**config.mk**
```make
export PLATFORM = sky130hd
export DESIGN_NAME = trng_word_packer_flat
export DESIGN_NICKNAME = d
export VERILOG_FILES = /design/src/rtl/trng_word_packer_if.sv /design/src/rtl/trng_word_packer.sv /design/src/flat_wrapper.sv
export SDC_FILE = /design/constraint.sdc
export NUM_CORES = 1
export LEC_CHECK = 0
export ABC_AREA = 0
export ABC_CLOCK_PERIOD_IN_PS = 3500
export BUFFER_PORTS_ARGS = -buffer_cell sky130_fd_sc_hd__buf_2
export CAP_MARGIN = 40
export CORE_UTILIZATION = 60
export DETAILED_ROUTE_END_ITERATION = 6
export PLACE_DENSITY = 0.84
export SLEW_MARGIN = 20
export SYNTH_ARGS = -nofsm -noshare
export SYNTH_HDL_FRONTEND = slang
export SYNTH_SLANG_ARGS = --single-unit
```
**constraint.sdc**
```tcl
create_clock -name clk -period 3.5 [get_ports clk]
set_clock_uncertainty 0.2 [all_clocks]
set_input_delay 0.35 -clock clk [delete_from_list [all_inputs] [get_ports clk]]
set_output_delay 0.35 -clock clk [all_outputs]
set_load 0.1 [all_outputs]
```
**src/rtl/trng_word_packer_if.sv**
```systemverilog
// Raw entropy input and fifo32 write port of the TRNG word packer.
interface trng_word_packer_if;
  logic        raw_bit;
  logic        raw_valid;
  logic        fifo_full;
  logic        fifo_wr_en;
  logic [31:0] fifo_wr_data;

  modport master (
    output raw_bit, raw_valid, fifo_full,
    input  fifo_wr_en, fifo_wr_data
  );

  modport slave (
    input  raw_bit, raw_valid, fifo_full,
    output fifo_wr_en, fifo_wr_data
  );
endinterface

```
**src/rtl/trng_word_packer.sv**
```systemverilog
// Packs debiased, health-tested entropy bits MSB-first into
// 32-bit words and writes them into fifo32.
module trng_word_packer #(
  parameter int RCT_LIMIT = 32,
  parameter bit VN_EN     = 1'b1
) (
  input  logic               clk,
  input  logic               rst,
  input  logic               enable,
  input  logic               fail_clear,
  trng_word_packer_if.slave  bus,
  output logic               health_fail,
  output logic [15:0]        words_written
);

  typedef enum logic [1:0] {
    IDLE, COLLECT, HOLD, FAIL
  } state_t;

  localparam logic [7:0] LIM = 8'(RCT_LIMIT);

  state_t      state, state_nxt;
  logic [31:0] shreg, word, wr_data;
  logic [4:0]  bit_cnt;
  logic        pair_vld, pair_bit;
  logic [7:0]  rct_cnt, rct_nxt;
  logic        rct_prev;
  logic        rct_act, trip, run;
  logic        acc_vld, acc_bit;
  logic        word_done, do_write;
  logic        pair_clr, wr_en;

  assign bus.fifo_wr_en   = wr_en;
  assign bus.fifo_wr_data = wr_data;

  always_comb begin
    rct_act = (state == COLLECT || state == HOLD)
              && bus.raw_valid;
    rct_nxt = (rct_cnt == 8'd0 || bus.raw_bit != rct_prev)
              ? 8'd1 : rct_cnt + 8'd1;
    trip    = rct_act && (rct_nxt == LIM);
    run     = enable && !trip;
    if (VN_EN) begin
      acc_vld = state == COLLECT && run && bus.raw_valid
                && pair_vld && (pair_bit != bus.raw_bit);
      acc_bit = pair_bit;
    end else begin
      acc_vld = state == COLLECT && run && bus.raw_valid;
      acc_bit = bus.raw_bit;
    end
    word      = {shreg[30:0], acc_bit};
    word_done = acc_vld && (&bit_cnt);
    do_write  = run && !bus.fifo_full
                && (word_done || state == HOLD);
  end

  always_comb begin
    state_nxt = state;
    unique case (state)
      IDLE: if (enable) state_nxt = COLLECT;
      COLLECT: begin
        if (trip)                         state_nxt = FAIL;
        else if (!enable)                 state_nxt = IDLE;
        else if (word_done && bus.fifo_full) state_nxt = HOLD;
      end
      HOLD: begin
        if (trip)                state_nxt = FAIL;
        else if (!enable)        state_nxt = IDLE;
        else if (!bus.fifo_full) state_nxt = COLLECT;
      end
      FAIL: if (fail_clear) state_nxt = IDLE;
      default: state_nxt = IDLE;
    endcase
    // pair latch only survives while staying in COLLECT
    pair_clr = (state != COLLECT) || (state_nxt != COLLECT);
  end

  always_ff @(posedge clk) begin
    if (rst) state <= IDLE;
    else     state <= state_nxt;
  end

  always_ff @(posedge clk) begin
    if (rst) begin
      shreg         <= '0;
      bit_cnt       <= '0;
      pair_vld      <= 1'b0;
      pair_bit      <= 1'b0;
      rct_cnt       <= '0;
      rct_prev      <= 1'b0;
      wr_en         <= 1'b0;
      wr_data       <= '0;
      health_fail   <= 1'b0;
      words_written <= '0;
    end else begin
      wr_en <= do_write;
      if (do_write && words_written != 16'hFFFF)
        words_written <= words_written + 16'd1;

      if (trip)
        health_fail <= 1'b1;
      else if (state == FAIL && fail_clear)
        health_fail <= 1'b0;

      if (state == FAIL && fail_clear) begin
        rct_cnt <= '0;
      end else if (rct_act) begin
        rct_cnt  <= rct_nxt;
        rct_prev <= bus.raw_bit;
      end

      if (pair_clr) begin
        pair_vld <= 1'b0;
      end else if (VN_EN && run && bus.raw_valid) begin
        pair_vld <= !pair_vld;
        pair_bit <= bus.raw_bit;
      end

      if (acc_vld) shreg <= word;
      if (word_done) wr_data <= word;

      if (state_nxt != COLLECT || word_done)
        bit_cnt <= '0;
      else if (acc_vld)
        bit_cnt <= bit_cnt + 5'd1;
    end
  end

endmodule
```
**src/flat_wrapper.sv**
```systemverilog
// flat-port wrapper written by rule: the top's interface ports become plain ports
module trng_word_packer_flat 
#(
  parameter int RCT_LIMIT = 32,
  parameter bit VN_EN     = 1'b1
)
  (clk, rst, enable, fail_clear, health_fail, words_written, bus_raw_bit, bus_raw_valid, bus_fifo_full, bus_fifo_wr_en, bus_fifo_wr_data);
  trng_word_packer_if bus_i ();
  input  logic clk;
  input  logic rst;
  input  logic enable;
  input  logic fail_clear;
  output logic health_fail;
  output logic [15:0] words_written;
  input wire logic [$bits(bus_i.raw_bit)-1:0] bus_raw_bit;
  input wire logic [$bits(bus_i.raw_valid)-1:0] bus_raw_valid;
  input wire logic [$bits(bus_i.fifo_full)-1:0] bus_fifo_full;
  output wire logic [$bits(bus_i.fifo_wr_en)-1:0] bus_fifo_wr_en;
  output wire logic [$bits(bus_i.fifo_wr_data)-1:0] bus_fifo_wr_data;
  assign bus_i.raw_bit = bus_raw_bit;
  assign bus_i.raw_valid = bus_raw_valid;
  assign bus_i.fifo_full = bus_fifo_full;
  assign bus_fifo_wr_en = bus_i.fifo_wr_en;
  assign bus_fifo_wr_data = bus_i.fifo_wr_data;
  trng_word_packer #(.RCT_LIMIT(RCT_LIMIT), .VN_EN(VN_EN)) u_core (.clk(clk), .rst(rst), .enable(enable), .fail_clear(fail_clear), .bus(bus_i), .health_fail(health_fail), .words_written(words_written));
endmodule
```
; Word-level counts from Yosys, hierarchy flattened
; Cells that the tools add are included.
[classes]
add_sub_neg = 3
n_eq_ne = 9
muxes = 12
bitwise = 2
reduce_logical = 31
[ops]
columns = op, count
row1 = "adder 16 x 1 -> 16 bit, second input constant", 1
row2 = 2-to-1 mux 2 bit, 8
row3 = "inequality test 16 bit, second input constant", 1
row4 = logical AND 1 bit, 14
row5 = "adder 8 x 1 -> 8 bit, second input constant", 1
row6 = "== test 8 x 6 -> 1 bit, second input constant", 1
row7 = zero test 8 bit, 1
row8 = 2-to-1 mux 8 bit, 1
row9 = one-hot mux 2 bit (4 select lines), 1
row10 = OR reduction 2 bit, 3
row11 = "adder 5 x 1 -> 5 bit, second input constant", 1
row12 = logical OR 1 bit, 5
row13 = AND reduction 5 bit, 1
row14 = "== test 2 bit, second input constant", 2
row15 = "inequality test 2 x 1 -> 1 bit, second input constant", 2
row16 = AND reduction 2 bit, 2
row17 = zero test 1 bit, 3
row18 = "== test 2 x 1 -> 1 bit, second input constant", 1
row19 = zero test 2 bit, 1
row20 = 2-to-1 mux 1 bit, 2
row21 = inequality test 1 bit, 2
row22 = NOT 1 bit, 2
row23 = nonzero test 2 bit, 1
[totals]
reg_bits = 99
out_inout_bits = 50
word_cells = 68

; Longest topological paths before layout
[logic_depth]
word_depth = 21
ltp_mapped = 10

; Worst setup path after synthesis
; OpenSTA, ideal clock, no wires.
[synth_timing]
path_type = register -> register
from = reg u_core.words_written[6]
to = reg u_core.words_written[15]
setup_ps = 70
arrival_ps = 2345
required_time_ps = 3230
slack_ps = 885
path_stages_with_launch = 7
n_path_buf = 0
period_less_slack_ps = 2615
cell_sequence = dfxtp_1 > and4_1 > and3_1 > and2_1 > nand3_1 > or4_1 > a21oi_1
[synth_between]
elab_chain_cells = 2
[synth_lines]
columns = item, line_no
row1 = from (decl), trng_word_packer.sv:13  ; output logic [15:0] words_written
row2 = from (signal assigned), trng_word_packer.sv:98  ; words_written <= words_written + 16'd1;
row3 = "parallel branches: the longest is 2 deep, another holds adder 16 x 1 -> 16 bit", --
; Parallel ways; which one is timed is not known.
; A chain may end at the register's enable or synchronous reset.

; Worst setup path in the final report
[layout_timing]
from = reg u_core.state[0]
to = reg u_core.words_written[15]
[layout_between]
elab_chain_cells = 14
[layout_lines]
columns = item, line_no
row1 = from (decl), trng_word_packer.sv:22  ; state_t state, state_nxt;
row2 = from (signal assigned), trng_word_packer.sv:80  ; else state <= state_nxt;
row3 = == test 2 x 1 -> 1 bit / == test 2 bit (equally long branches), "trng_word_packer.sv:37, trng_word_packer.sv:44, trng_word_packer.sv:54"
row4 = logical OR 1 bit, trng_word_packer.sv:37  ; rct_act = (state == COLLECT || state == HOLD)
row5 = logical AND 1 bit, trng_word_packer.sv:38  ; && bus.raw_valid;
row6 = logical AND 1 bit, trng_word_packer.sv:41  ; trip = rct_act && (rct_nxt == LIM);
row7 = zero test 1 bit, trng_word_packer.sv:42  ; run = enable && !trip;
row8 = logical AND 1 bit, trng_word_packer.sv:42
row9 = logical AND 1 bit (2 in a row), --
row10 = logical AND 1 bit (2 in a row), trng_word_packer.sv:45  ; && pair_vld && (pair_bit != bus.raw_bit);
row11 = logical AND 1 bit, trng_word_packer.sv:52  ; word_done = acc_vld && (&bit_cnt);
row12 = logical OR 1 bit, trng_word_packer.sv:54  ; && (word_done || state == HOLD);
row13 = logical AND 1 bit *, trng_word_packer.sv:54
row14 = logical AND 1 bit *, trng_word_packer.sv:97  ; if (do_write && words_written != 16'hFFFF)
; Every way passes the cells marked *; elsewhere a longest branch is shown, timed or not.

==> parameters.txt <==
Parameter                              Value

Run status
  Status ... completed

CTS
  Clk Tree Root Cell ... sky130_fd_sc_hd__clkbuf_8
  CTS hold repair buffers ... 0
  Clock transition at path regs ... 0.10 ns
  TritonCTS clock tree ... built
  Number of clock buffers inserted by TritonCTS ... 9
  Total number of clock tree sinks ... 99
  Clk buf depth ... 2
  Resized cells post-CTS ... 0
  Later-pin clock latency in the skew report ... 0.37 ns
  Maximum level of the CTS H-tree ... 3
  Number of buffers inserted to repair setup after CTS ... 0

GRT
  Antenna violations before repair ... 0
  Largest net degree at the start of global routing ... 68
  Gr usage total ... 0.233
  Vias in the first global route ... 3116
  Global-route wire length before repair ... 14100 um
  Aggregate global routing overflow ... 0

Placement
  RePlAce Congestion ... 0.877
  HPWL reported at the end of detailed placement ... 5780 um
  Port Buffer Count ... 56
  Worst setup timing slack at the placement stage ... 0.373 ns

Logic synthesis
  Number of flops mapped to enable cells by yosys ... 0
  Cell types with the largest area share after synthesis ... sky130_fd_sc_hd__dfxtp_1 45%, sky130_fd_sc_hd__mux2i_1 15%, sky130_fd_sc_hd__nor2_1 7.0%
  Post-synth cell types ... 53
  Post-Synth Adder-Cell Area ... 0.0257
  Fraction of the mapped netlist area in compound gates ... 0.114
  Post-synthesis share of cell area spent on and, or, nand and nor gates ... 0.188
  Biggest area consumer among synthesized cells ... sky130_fd_sc_hd__dfxtp_1
  Share of synthesized registers carrying an async set or reset ... 0
  Syn Area/Cell ... 9.35 sq um
  Share of cell area taken by muxes after synthesis ... 0.156
  Cell area after synthesis ... 0.00438 sq mm
  Register bit count reported by yosys ... 99
  Combinational family with the most area after synthesis ... simple AND/OR/NAND/NOR gates
  Top flip-flop cell by instance count after synthesis ... sky130_fd_sc_hd__dfxtp_1
  Post-synth top area share ... 0.453
  Post-Syn Nets ... 484
  Synth Warn # ... 0
  Proportion of synthesized chip area in sequential cells ... 0.453
  XOR/XNOR share of the synthesized area ... 0.0177
  Number of instances in the synthesized netlist ... 468

STA
  Worst slew margin ... 0.581
  Count of endpoints failing setup in the final report ... 0
  Worst Max-Slew Pin Slew ... 0.629 ns
  Setup repair after global routing missed its margin ... no
  Final worst path period share ... 0.829
  Min Tclk post-route ... 2.90 ns
  Max-slew violation count ... 0
  Setup TNS ... 0 ns
  Minimum setup slack in the final design ... 0.599 ns
  Maximum clock frequency ... 345 MHz
  Final Hold Fails ... 0

Critical path
  Reg2reg path depth ... 9
  Crit Path Max Fanout ... 22
  Setup crit end kind ... flop
  Kind of launch point of the worst setup path ... flop
  Arrival @ worst endpoint ... 2.93 ns
  WP data required ... 3.53 ns
  Path type of the worst setup path ... reg2reg

Pwr
  PD cells ... 456 mW/mm^2
  Cell leakage power ... 2.14 nW
  Worst supply voltage drop on vdd ... 0.000359 V

Floorplan
  Placeable core area ... 0.00691 sq mm
  Starting Density ... 0.634
  Die Ht ... 87.4 um
  Die X ... 87.4 um
  Number of rows created at floorplan ... 30
  # IOs ... 57
  Total Die Area ... 0.00764 sq mm

Route
  Iter 0 DRT Violations ... 186
  Iteration count of the initial detailed-routing pass ... 4
  Average wire length per cell after detail routing ... 13.8 um
  Sum of routed wire length over all layers ... 8510 um
  Final routed DRC violation total ... 0
  Number of nets still failing antenna checks after routing ... 0
  Vias after detailed routing ... 3449
  Via-per-instance ratio ... 5.60

Cells and area
  Fillers ... 549
  Nets ... 531
  Final Util ... 0.711
  Layout overhead on the synthesized area ... 12.2%
  Footprint of the multi-input gates ... 0.00221 sq mm
  Fraction of layout instances using a drive strength above 1 ... 0.173
  Antenna diode count ... 0
  Sequential Area ... 0.00198 sq mm

Min path
  Type of the worst min-delay path ... in2reg
  Number of cells on the worst hold path ... 3

Flow run
  Maxcap violations ... 0
-- cell families (layout without fill, tap and decap cells) --
logic type / count (synthesis) / after routing
mux: 68 / 68
fa+ha+maj: 9 / 9
buf+inv: 37 / 89
simple gates: 170 / 170
compound gates: 77 / 77
flops: 99 / 99
xor+xnor: 8 / 8
-- synthesized netlist by cell type, drive strengths merged, types with 3 or more instances --
library cell	n
a211oi	4
a21oi	26
a31o	3
a31oi	4
and3	13
buf	14
clkbuf	12
dfxtp	99
ha	9
inv	10
mux2i	67
nand2	14
nand2b	4
nand3	11
nand3b	3
nand4	7
nor2	82
nor2b	3
nor3	13
o21ai	20
o31ai	7
or3	9
or4	6
xnor2	6
-- where the power goes --
| group | switching (mW) | leakage (nW) | internal (mW) | total, mW |
|---|---|---|---|---|
| Sequential | 0.0326 | 0.798 | 1.15 | 1.18 |
| Clock | 0.429 | 0.0958 | 0.278 | 0.707 |
| Combinational | 0.230 | 1.25 | 0.121 | 0.351 |
| Total | 0.691 | 2.14 | 1.55 | 2.24 |
-- cells in the final DEF, fill, tap and decap left out, types with 2 or more instances in the layout --
cell type                  count
sky130_fd_sc_hd__or3_1         8
sky130_fd_sc_hd__nor2_1       82
sky130_fd_sc_hd__clkinv_4      2
sky130_fd_sc_hd__a211oi_1      4
sky130_fd_sc_hd__dfxtp_1      99
sky130_fd_sc_hd__nand2_1      14
sky130_fd_sc_hd__nand3b_1      3
sky130_fd_sc_hd__a21oi_1      26
sky130_fd_sc_hd__nand4_1       6
sky130_fd_sc_hd__inv_8         3
sky130_fd_sc_hd__o31ai_1       7
sky130_fd_sc_hd__a22oi_1       2
sky130_fd_sc_hd__or4_1         6
sky130_fd_sc_hd__xnor2_1       6
sky130_fd_sc_hd__buf_2        56
sky130_fd_sc_hd__a31o_2        3
sky130_fd_sc_hd__inv_1        10
sky130_fd_sc_hd__a31oi_1       4
sky130_fd_sc_hd__nand3_1      10
sky130_fd_sc_hd__nor3_1       13
sky130_fd_sc_hd__and3_1       13
sky130_fd_sc_hd__ha_1          9
sky130_fd_sc_hd__mux2i_1      67
sky130_fd_sc_hd__nor2b_1       3
sky130_fd_sc_hd__buf_4         4
sky130_fd_sc_hd__nand2b_1      4
sky130_fd_sc_hd__o21ai_0      17
sky130_fd_sc_hd__clkbuf_8      9
sky130_fd_sc_hd__and2_1        2
-- per-layer routing --
metal / wire [um] / track usage
met5: 0 / 0
met4: 78 / 0.0805
met3: 347 / 0.0531
met2: 3940 / 0.385
met1: 4150 / 0.299
-- registers in the layout (all words and copies together), names as in the netlist --
name / cells
u_core.acc_bit: 1
u_core.bus.fifo_wr_en: 1
u_core.shreg: 31
u_core.state: 2
u_core.health_fail: 1
u_core.pair_vld: 1
u_core.bit_cnt: 5
u_core.words_written: 16
u_core.bus.fifo_wr_data: 32
u_core.rct_cnt: 8
u_core.rct_prev: 1
-- worst max-delay path, stage by stage, from the launching register on --
cell and delay, ns:
sky130_fd_sc_hd__dfxtp_1 0.46, sky130_fd_sc_hd__inv_1 0.09, sky130_fd_sc_hd__ha_1 0.32, sky130_fd_sc_hd__nand2_1 0.07
sky130_fd_sc_hd__nor3_1 0.39, sky130_fd_sc_hd__o2111ai_4 0.30, sky130_fd_sc_hd__o21ai_2 0.43, sky130_fd_sc_hd__buf_4 0.30
sky130_fd_sc_hd__or4_1 0.14, sky130_fd_sc_hd__a21oi_1 0.07
-- worst paths after layout --
kind / to / start / slack [ns]
worst max-delay path: u_core.words_written[15]$_SDFFE_PP0P_ / u_core.state[0]$_SDFF_PP0_ / 0.60
worst min-delay path: u_core.rct_prev$_SDFFE_PP0P_ / bus_raw_bit / 0.13
worst max register to register: u_core.words_written[15]$_SDFFE_PP0P_ / u_core.state[0]$_SDFF_PP0_ / 0.60
worst min register to register: u_core.words_written[11]$_SDFFE_PP0P_ / u_core.words_written[11]$_SDFFE_PP0P_ / 0.30
-- cell type report --
class                      instances  share of cell area
clock inverter                     7              0.0138
tap                               96              0.0245
clock buffer                       9              0.0252
inverter                          11             0.00841
timing repair buffer              62              0.0729
sequential                        99               0.404
multi-input combinational        332               0.451
-- stage by stage --
| step | hold slack, ns | std cells | area, sq um | total power, mW |
|---|---|---|---|---|
| 2_1_floorplan | 0.260 | 468 | 4380 | 1.46 |
| 3_3_place_gp | 0.270 | 599 | 4690 | 1.54 |
| 3_5_place_dp | 0.282 | 599 | 4690 | 1.55 |
| 4_1_cts | 0.116 | 615 | 4880 | 2.25 |
| 5_1_grt | 0.129 | 616 | 4910 | 2.35 |
| 6_report | 0.134 | 616 | 4910 | 2.24 |
(Power assumes the default switching activity.)
